File: config.mk
export PLATFORM = sky130hd
export DESIGN_NAME = fetch_pc_unit_flat
export DESIGN_NICKNAME = d
export VERILOG_FILES = /design/src/rtl/cpu_pkg.sv /design/src/rtl/fetch_pc_unit_if.sv /design/src/rtl/fetch_pc_unit_npc_select.sv /design/src/rtl/fetch_pc_unit.sv /design/src/flat_wrapper.sv
export SDC_FILE = /design/constraint.sdc
export NUM_CORES = 1
export LEC_CHECK = 0
export ABC_CLOCK_PERIOD_IN_PS = 3200
export CAP_MARGIN = 20
export CELL_PAD_IN_SITES_DETAIL_PLACEMENT = 1
export CELL_PAD_IN_SITES_GLOBAL_PLACEMENT = 1
export CORE_ASPECT_RATIO = 0.75
export CORE_UTILIZATION = 34
export CTS_BUF_LIST = sky130_fd_sc_hd__clkbuf_8
export DETAILED_ROUTE_END_ITERATION = 10
export PLACE_DENSITY = 0.94
export SLEW_MARGIN = 20
export SYNTH_ARGS = -nofsm -noshare
export SYNTH_HDL_FRONTEND = slang
export SYNTH_HIERARCHICAL = 1
export SYNTH_SLANG_ARGS = --single-unit
File: constraint.sdc
create_clock -name clk -period 3.2 [get_ports clk]
set_clock_uncertainty 0.1 [all_clocks]
set_input_delay 0.32 -clock clk [delete_from_list [all_inputs] [get_ports clk]]
set_output_delay 0.32 -clock clk [all_outputs]
set_load 0.005 [all_outputs]
File: src/rtl/cpu_pkg.sv
// Shared fetch-stage types and reset/exception vectors.
// Fetch FSM states, redirect priorities and the next-PC bundle.
package cpu_pkg;

  typedef enum logic [1:0] {
    F_REQ,
    F_WAIT,
    F_HOLD
  } fstate_e;

  typedef enum logic [1:0] {
    P_NONE,
    P_JMP,
    P_BR,
    P_EXC
  } prio_e;

  typedef struct packed {
    logic        redirect;
    prio_e       prio;
    logic [31:0] target;
  } npc_t;

  localparam logic [31:0] RESET_PC = 32'hBFC00000;
  localparam logic [31:0] EXC_PC   = 32'hBFC00380;

endpackage

File: src/rtl/fetch_pc_unit_if.sv
// SRAM-like instruction bus, one outstanding request.
// master: fetch unit (req/addr out, addr_ok/data_ok/rdata in).
interface fetch_pc_unit_if;

  logic        inst_req;
  logic [31:0] inst_addr;
  logic        inst_addr_ok;
  logic        inst_data_ok;
  logic [31:0] inst_rdata;

  modport master (
    output inst_req,
    output inst_addr,
    input  inst_addr_ok,
    input  inst_data_ok,
    input  inst_rdata
  );

  modport slave (
    input  inst_req,
    input  inst_addr,
    output inst_addr_ok,
    output inst_data_ok,
    output inst_rdata
  );

endinterface

File: src/rtl/fetch_pc_unit_npc_select.sv
// Redirect priority mux: exception > branch > jump.
// Ports: three redirect sources in, npc_o {redirect, prio, target} out.
module npc_select
  import cpu_pkg::*;
(
  input  logic        exc_valid,
  input  logic [31:0] exc_pc,
  input  logic        br_redirectE,
  input  logic [31:0] br_targetE,
  input  logic        jump1D,
  input  logic [31:0] pc_jump1D,
  output npc_t        npc_o
);

  always_comb begin
    npc_o = '{1'b0, P_NONE, 32'h0};
    priority case (1'b1)
      exc_valid:    npc_o = '{1'b1, P_EXC, exc_pc};
      br_redirectE: npc_o = '{1'b1, P_BR, br_targetE};
      jump1D:       npc_o = '{1'b1, P_JMP, pc_jump1D};
      default:      npc_o = '{1'b0, P_NONE, 32'h0};
    endcase
  end

endmodule

File: src/rtl/fetch_pc_unit.sv
// Fetch PC generator and instruction-fetch sequencer (REQ/WAIT/HOLD).
// Ports: clk/resetn, redirect sources, stallF, ibus master, F/D outputs.
module fetch_pc_unit #(
  parameter logic [31:0] RESET_PC = cpu_pkg::RESET_PC
) (
  input  logic                   clk,
  input  logic                   resetn,
  input  logic                   exc_valid,
  input  logic [31:0]            exc_pc,
  input  logic                   br_redirectE,
  input  logic [31:0]            br_targetE,
  input  logic                   jump1D,
  input  logic [31:0]            pc_jump1D,
  input  logic                   stallF,
  fetch_pc_unit_if.master        ibus,
  output logic [31:0]            instrF,
  output logic [31:0]            pcF,
  output logic [31:0]            PcPlus4F,
  output logic                   validF
);

  import cpu_pkg::*;

  fstate_e     state_q, state_d;
  logic [31:0] fetch_pc_q, fetch_pc_d;
  logic [31:0] pend_pc_q, pend_pc_d;
  logic        pend_valid_q, pend_valid_d;
  prio_e       pend_prio_q, pend_prio_d;
  logic        discard_q, discard_d;
  logic [31:0] buf_instr_q, buf_instr_d;
  logic [31:0] buf_pc_q, buf_pc_d;
  npc_t        npc;
  logic        take_new;

  npc_select u_npc (
    .exc_valid    (exc_valid),
    .exc_pc       (exc_pc),
    .br_redirectE (br_redirectE),
    .br_targetE   (br_targetE),
    .jump1D       (jump1D),
    .pc_jump1D    (pc_jump1D),
    .npc_o        (npc)
  );

  // A later redirect only replaces a pending one
  // if it outranks it.
  assign take_new = npc.redirect
    & (~pend_valid_q | (npc.prio > pend_prio_q));

  always_comb begin
    state_d      = state_q;
    fetch_pc_d   = fetch_pc_q;
    pend_pc_d    = pend_pc_q;
    pend_valid_d = pend_valid_q;
    pend_prio_d  = pend_prio_q;
    discard_d    = discard_q;
    buf_instr_d  = buf_instr_q;
    buf_pc_d     = buf_pc_q;
    unique case (state_q)
      F_REQ: begin
        // Address must stay stable until accepted,
        // so redirects are parked in pend_*.
        if (take_new) begin
          pend_valid_d = 1'b1;
          pend_pc_d    = npc.target;
          pend_prio_d  = npc.prio;
        end
        if (ibus.inst_addr_ok) begin
          state_d   = F_WAIT;
          discard_d = pend_valid_q | npc.redirect;
        end
      end
      F_WAIT: begin
        if (ibus.inst_data_ok) begin
          state_d      = F_REQ;
          pend_valid_d = 1'b0;
          pend_prio_d  = P_NONE;
          discard_d    = 1'b0;
          if (take_new) begin
            fetch_pc_d = npc.target;
          end else if (discard_q | pend_valid_q) begin
            fetch_pc_d = pend_pc_q;
          end else begin
            buf_instr_d = ibus.inst_rdata;
            buf_pc_d    = fetch_pc_q;
            state_d     = F_HOLD;
          end
        end else if (take_new) begin
          pend_valid_d = 1'b1;
          pend_pc_d    = npc.target;
          pend_prio_d  = npc.prio;
          discard_d    = 1'b1;
        end
      end
      F_HOLD: begin
        if (npc.redirect) begin
          fetch_pc_d = npc.target;
          state_d    = F_REQ;
        end else if (!stallF) begin
          fetch_pc_d = fetch_pc_q + 32'd4;
          state_d    = F_REQ;
        end
      end
      default: state_d = F_REQ;
    endcase
  end

  always_ff @(posedge clk) begin
    if (!resetn) begin
      state_q      <= F_REQ;
      fetch_pc_q   <= RESET_PC;
      pend_pc_q    <= 32'h0;
      pend_valid_q <= 1'b0;
      pend_prio_q  <= P_NONE;
      discard_q    <= 1'b0;
      buf_instr_q  <= 32'h0;
      buf_pc_q     <= RESET_PC;
    end else begin
      state_q      <= state_d;
      fetch_pc_q   <= fetch_pc_d;
      pend_pc_q    <= pend_pc_d;
      pend_valid_q <= pend_valid_d;
      pend_prio_q  <= pend_prio_d;
      discard_q    <= discard_d;
      buf_instr_q  <= buf_instr_d;
      buf_pc_q     <= buf_pc_d;
    end
  end

  assign ibus.inst_req  = resetn & (state_q == F_REQ);
  assign ibus.inst_addr = fetch_pc_q;
  assign validF         = resetn & (state_q == F_HOLD);
  assign instrF         = buf_instr_q;
  assign pcF            = buf_pc_q;
  assign PcPlus4F       = buf_pc_q + 32'd4;

endmodule

File: src/flat_wrapper.sv
// flat-port wrapper written by rule: the top's interface ports become plain ports
module fetch_pc_unit_flat import cpu_pkg::*;
#(
  parameter logic [31:0] RESET_PC = cpu_pkg::RESET_PC
)
  (clk, resetn, exc_valid, exc_pc, br_redirectE, br_targetE, jump1D, pc_jump1D, stallF, instrF, pcF, PcPlus4F, validF, ibus_inst_req, ibus_inst_addr, ibus_inst_addr_ok, ibus_inst_data_ok, ibus_inst_rdata);
  fetch_pc_unit_if ibus_i ();
  input  logic clk;
  input  logic resetn;
  input  logic exc_valid;
  input  logic [31:0] exc_pc;
  input  logic br_redirectE;
  input  logic [31:0] br_targetE;
  input  logic jump1D;
  input  logic [31:0] pc_jump1D;
  input  logic stallF;
  output logic [31:0] instrF;
  output logic [31:0] pcF;
  output logic [31:0] PcPlus4F;
  output logic validF;
  output wire logic [$bits(ibus_i.inst_req)-1:0] ibus_inst_req;
  output wire logic [$bits(ibus_i.inst_addr)-1:0] ibus_inst_addr;
  input wire logic [$bits(ibus_i.inst_addr_ok)-1:0] ibus_inst_addr_ok;
  input wire logic [$bits(ibus_i.inst_data_ok)-1:0] ibus_inst_data_ok;
  input wire logic [$bits(ibus_i.inst_rdata)-1:0] ibus_inst_rdata;
  assign ibus_inst_req = ibus_i.inst_req;
  assign ibus_inst_addr = ibus_i.inst_addr;
  assign ibus_i.inst_addr_ok = ibus_inst_addr_ok;
  assign ibus_i.inst_data_ok = ibus_inst_data_ok;
  assign ibus_i.inst_rdata = ibus_inst_rdata;
  fetch_pc_unit #(.RESET_PC(RESET_PC)) u_core (.clk(clk), .resetn(resetn), .exc_valid(exc_valid), .exc_pc(exc_pc), .br_redirectE(br_redirectE), .br_targetE(br_targetE), .jump1D(jump1D), .pc_jump1D(pc_jump1D), .stallF(stallF), .ibus(ibus_i), .instrF(instrF), .pcF(pcF), .PcPlus4F(PcPlus4F), .validF(validF));
endmodule
==> summary.md <==
| Metric | Value |
|---|---|
| Status | completed |
| Worst-margin pin slew | 715 ps |
| Pwr/cell area | 362 nW/µm² |
| # hold bufs at CTS | 0 |
| Post-synthesis sequential area ratio | 35.4% |
| First-pass GRT wire length | 44,200 µm |
| Area delta synth->final | 43.0% |
| Number of port buffers | 265 |
| CTS Root Cell | clkbuf_8 |
| Antenna diode count | 0 |
| Tot GR Track Use | 24.2% |
| Vias in the first global route | 8,379 |
| Post-synth top cells | nand2_1 (162), dfxtp_1 (134), a21oi_1 (91), nor2_1 (63), a21oi_2 (58) |
| DR iter-0 viols | 582 |
| LEAKAGE | 3.94 nW |
| Die Ht | 131 µm |
| TritonCTS clock tree | yes |
| Syn Nets | 1,063 |
| Final wirelength | 27,700 µm |
| CP max-delay cell | clkdlybuf4s50_1 |
| Max Freq | 329 MHz |
| RSZ-0062 raised after global routing | false |
| Fillers | 2,548 |
| #FFs+latches synth | 134 |
| Max Buffers Root-to-Sink | 2 |
| Vias per cell | 5.37 |
| Core Rows | 46 |
| Core area | 21,500 µm² |
| Final period utilization | 95.0% |
| Synth Instances | 923 |
| Max-slew violation count | 0 |
| Die span in x | 174 µm |
| Layout cell share with drive strength beyond 1 | 13.1% |
| Crit path required time | 2780 ps |
| Via count | 7,881 |
| Slew HR | 52.3% |
| Biggest cell delay along the critical path | 520 ps |
| Largest net degree at the start of global routing | 66 |
| Clock-pin slew on the worst setup and hold paths | 70 ps |
| # clock sinks | 134 |
| Mapped Avg Cell Area | 8.21 µm² |
| Synth cell types | 75 |
| Clock Latency Late Sink | 440 ps |
| Max Cap Violations | 0 |
| Cell taking the most area after synthesis | dfxtp_1 |
| Period minus WS final | 3040 ps |
| Crit path max fanout | 5 |
| Hold Vio Cnt, Final | 0 |
| Wire per inst | 18.9 µm |
| H-tree depth | 4 |
| Ranking of synthesized cells by area | dfxtp_1 (35%), nand2_1 (8.0%), a21oi_2 (6.7%) |
| Final Util | 50.4% |
| Die footprint | 22,900 µm² |
| Crit end category | output port |
| Post-synth EDFFs | 0 |
| DR DRC count | 0 |
| Setup TNS | 0 ps |
| Ys async rst share | 0% |
| Final setup viols | 0 |
| Critical path class | reg -> out |
| Ports | 266 |
| Synth Flop Type | dfxtp_1 |
| CP startpoint kind | flip-flop |
| Maximum VDD drop | 0.219 mV |
| Hold Path Class | in -> reg |
| Detailed placer's ending HPWL | 20,800 µm |
| Count leader, synth | nand2_1 |
| GRT overflow | 0 |
| Initial antenna violation count | 0 |
| TritonCTS Buffers | 17 |
| Initial Utilization | 35.3% |
| DRT antenna net count | 0 |
| Post-Syn Area | 7570 µm² |
| 1st-pass router iterations | 6 |
| Critical Path, Cell by Cell | and4_4 -> and4_4 -> nand4_4 -> nor4_4 -> buf_4 -> buf_4 -> xor2_1 -> clkdlybuf4s50_1 |
| Synthesis Warnings | 6 |
| Fin Hold WS | 318 ps |
| CP arrival | 2620 ps |
| Post-layout net count | 1,309 |
| Routability congestion estimate | 0.845 |
| Synth top area share | 35.4% |
==> cell usage in the layout, fill, tap and decap left out, types with 6 or more instances in the layout <==
master / count
clkdlybuf4s50_1: 262
nand2_1: 162
dfxtp_1: 126
a21oi_1: 91
nor2_1: 63
a21oi_2: 58
nor2b_1: 35
mux2i_1: 35
nand3b_1: 34
buf_4: 26
nand3_1: 26
o21ai_0: 26
xnor2_1: 24
clkbuf_8: 20
inv_1: 15
a221oi_1: 11
nand4_1: 9
nor3_1: 8
and3_1: 7
nand2b_1: 7
xor2_1: 6
a22oi_1: 6
==> stage by stage <==
stage	cell area, µm²	total power [W]	worst slack [ps]	cells
after floorplan	7570	0.00229	583	923
after global placement	10400	0.00263	327	1435
after detailed placement	10400	0.00266	175	1435
after CTS	10800	0.00395	21.2	1466
after global routing	10800	0.00410	0.995	1467
final	10800	0.00392	159	1467
==> final cells by class <==
cell class	count	area (µm²)	area share [%]
clock inverter	9	65.1	0.601
clock buffer	20	275	2.54
inverter	14	53.8	0.497
timing repair buffer	295	2920	27.0
tap	288	360	3.33
sequential	134	2700	24.9
multi-input combinational	707	4450	41.1
==> kinds of logic after synthesis <==
family	synth area share, %
mux	4.77
buf+inv	6.03
xor+xnor	3.47
simple gates	25.9
flops	35.4
compound gates	23.7
fa+ha+maj	0.661
==> power breakdown <==
group,internal (W),switching (W)
clock,0.000646,0.000642
sequential,0.00174,0.0000797
combinational,0.000416,0.000394
total,0.00280,0.00112
==> metal layers <==
metal	global-route usage, %	up-vias	part of all wire, %
li1	-	3741	-
met4	6.19	0	1.6
met3	5.15	38	6.2
met1	29.3	3844	43
met5	0	-	0
met2	42.9	258	49
==> repair_timing <==
action	CTS	global route
resized for setup	1	13
gates cloned	0	0
pin swaps	2	1
buffers inserted	2	1
setup endpoints to repair	10	9
==> final timing paths <==
check,startpoint,to,slack [ps],depth (start not counted)
worst max-delay path,u_core/pcF[11],PcPlus4F[24],160,8
worst min-delay path,ibus_inst_rdata[5],u_core/instrF[5],320,3
worst max register to register,u_core/ibus.inst_addr[2],u_core/ibus.inst_addr[30],640,7
worst min register to register,u_core/instrF[26],u_core/instrF[26],350,2
==> state kept, by name, indices dropped and copies added, names as in the netlist <==
signal and flops:
u_core/ibus.inst_addr 32, u_core/instrF 32, u_core/pcF 32, u_core/pend_pc_q 32, u_core/pend_prio_q 2, u_core/state_q 2
u_core/discard_q 1, u_core/pend_valid_q 1
==> worst max-delay path: cells and delay by family (launching register included) <==
kind | cells | cell delay [ps]
and+or+nand+nor | 4 | 830
buffers and inverters | 3 | 820
xor gates and xnor gates | 1 | 140
DFF | 1 | 380
No activity file was read; power rests on OpenSTA's default activity.
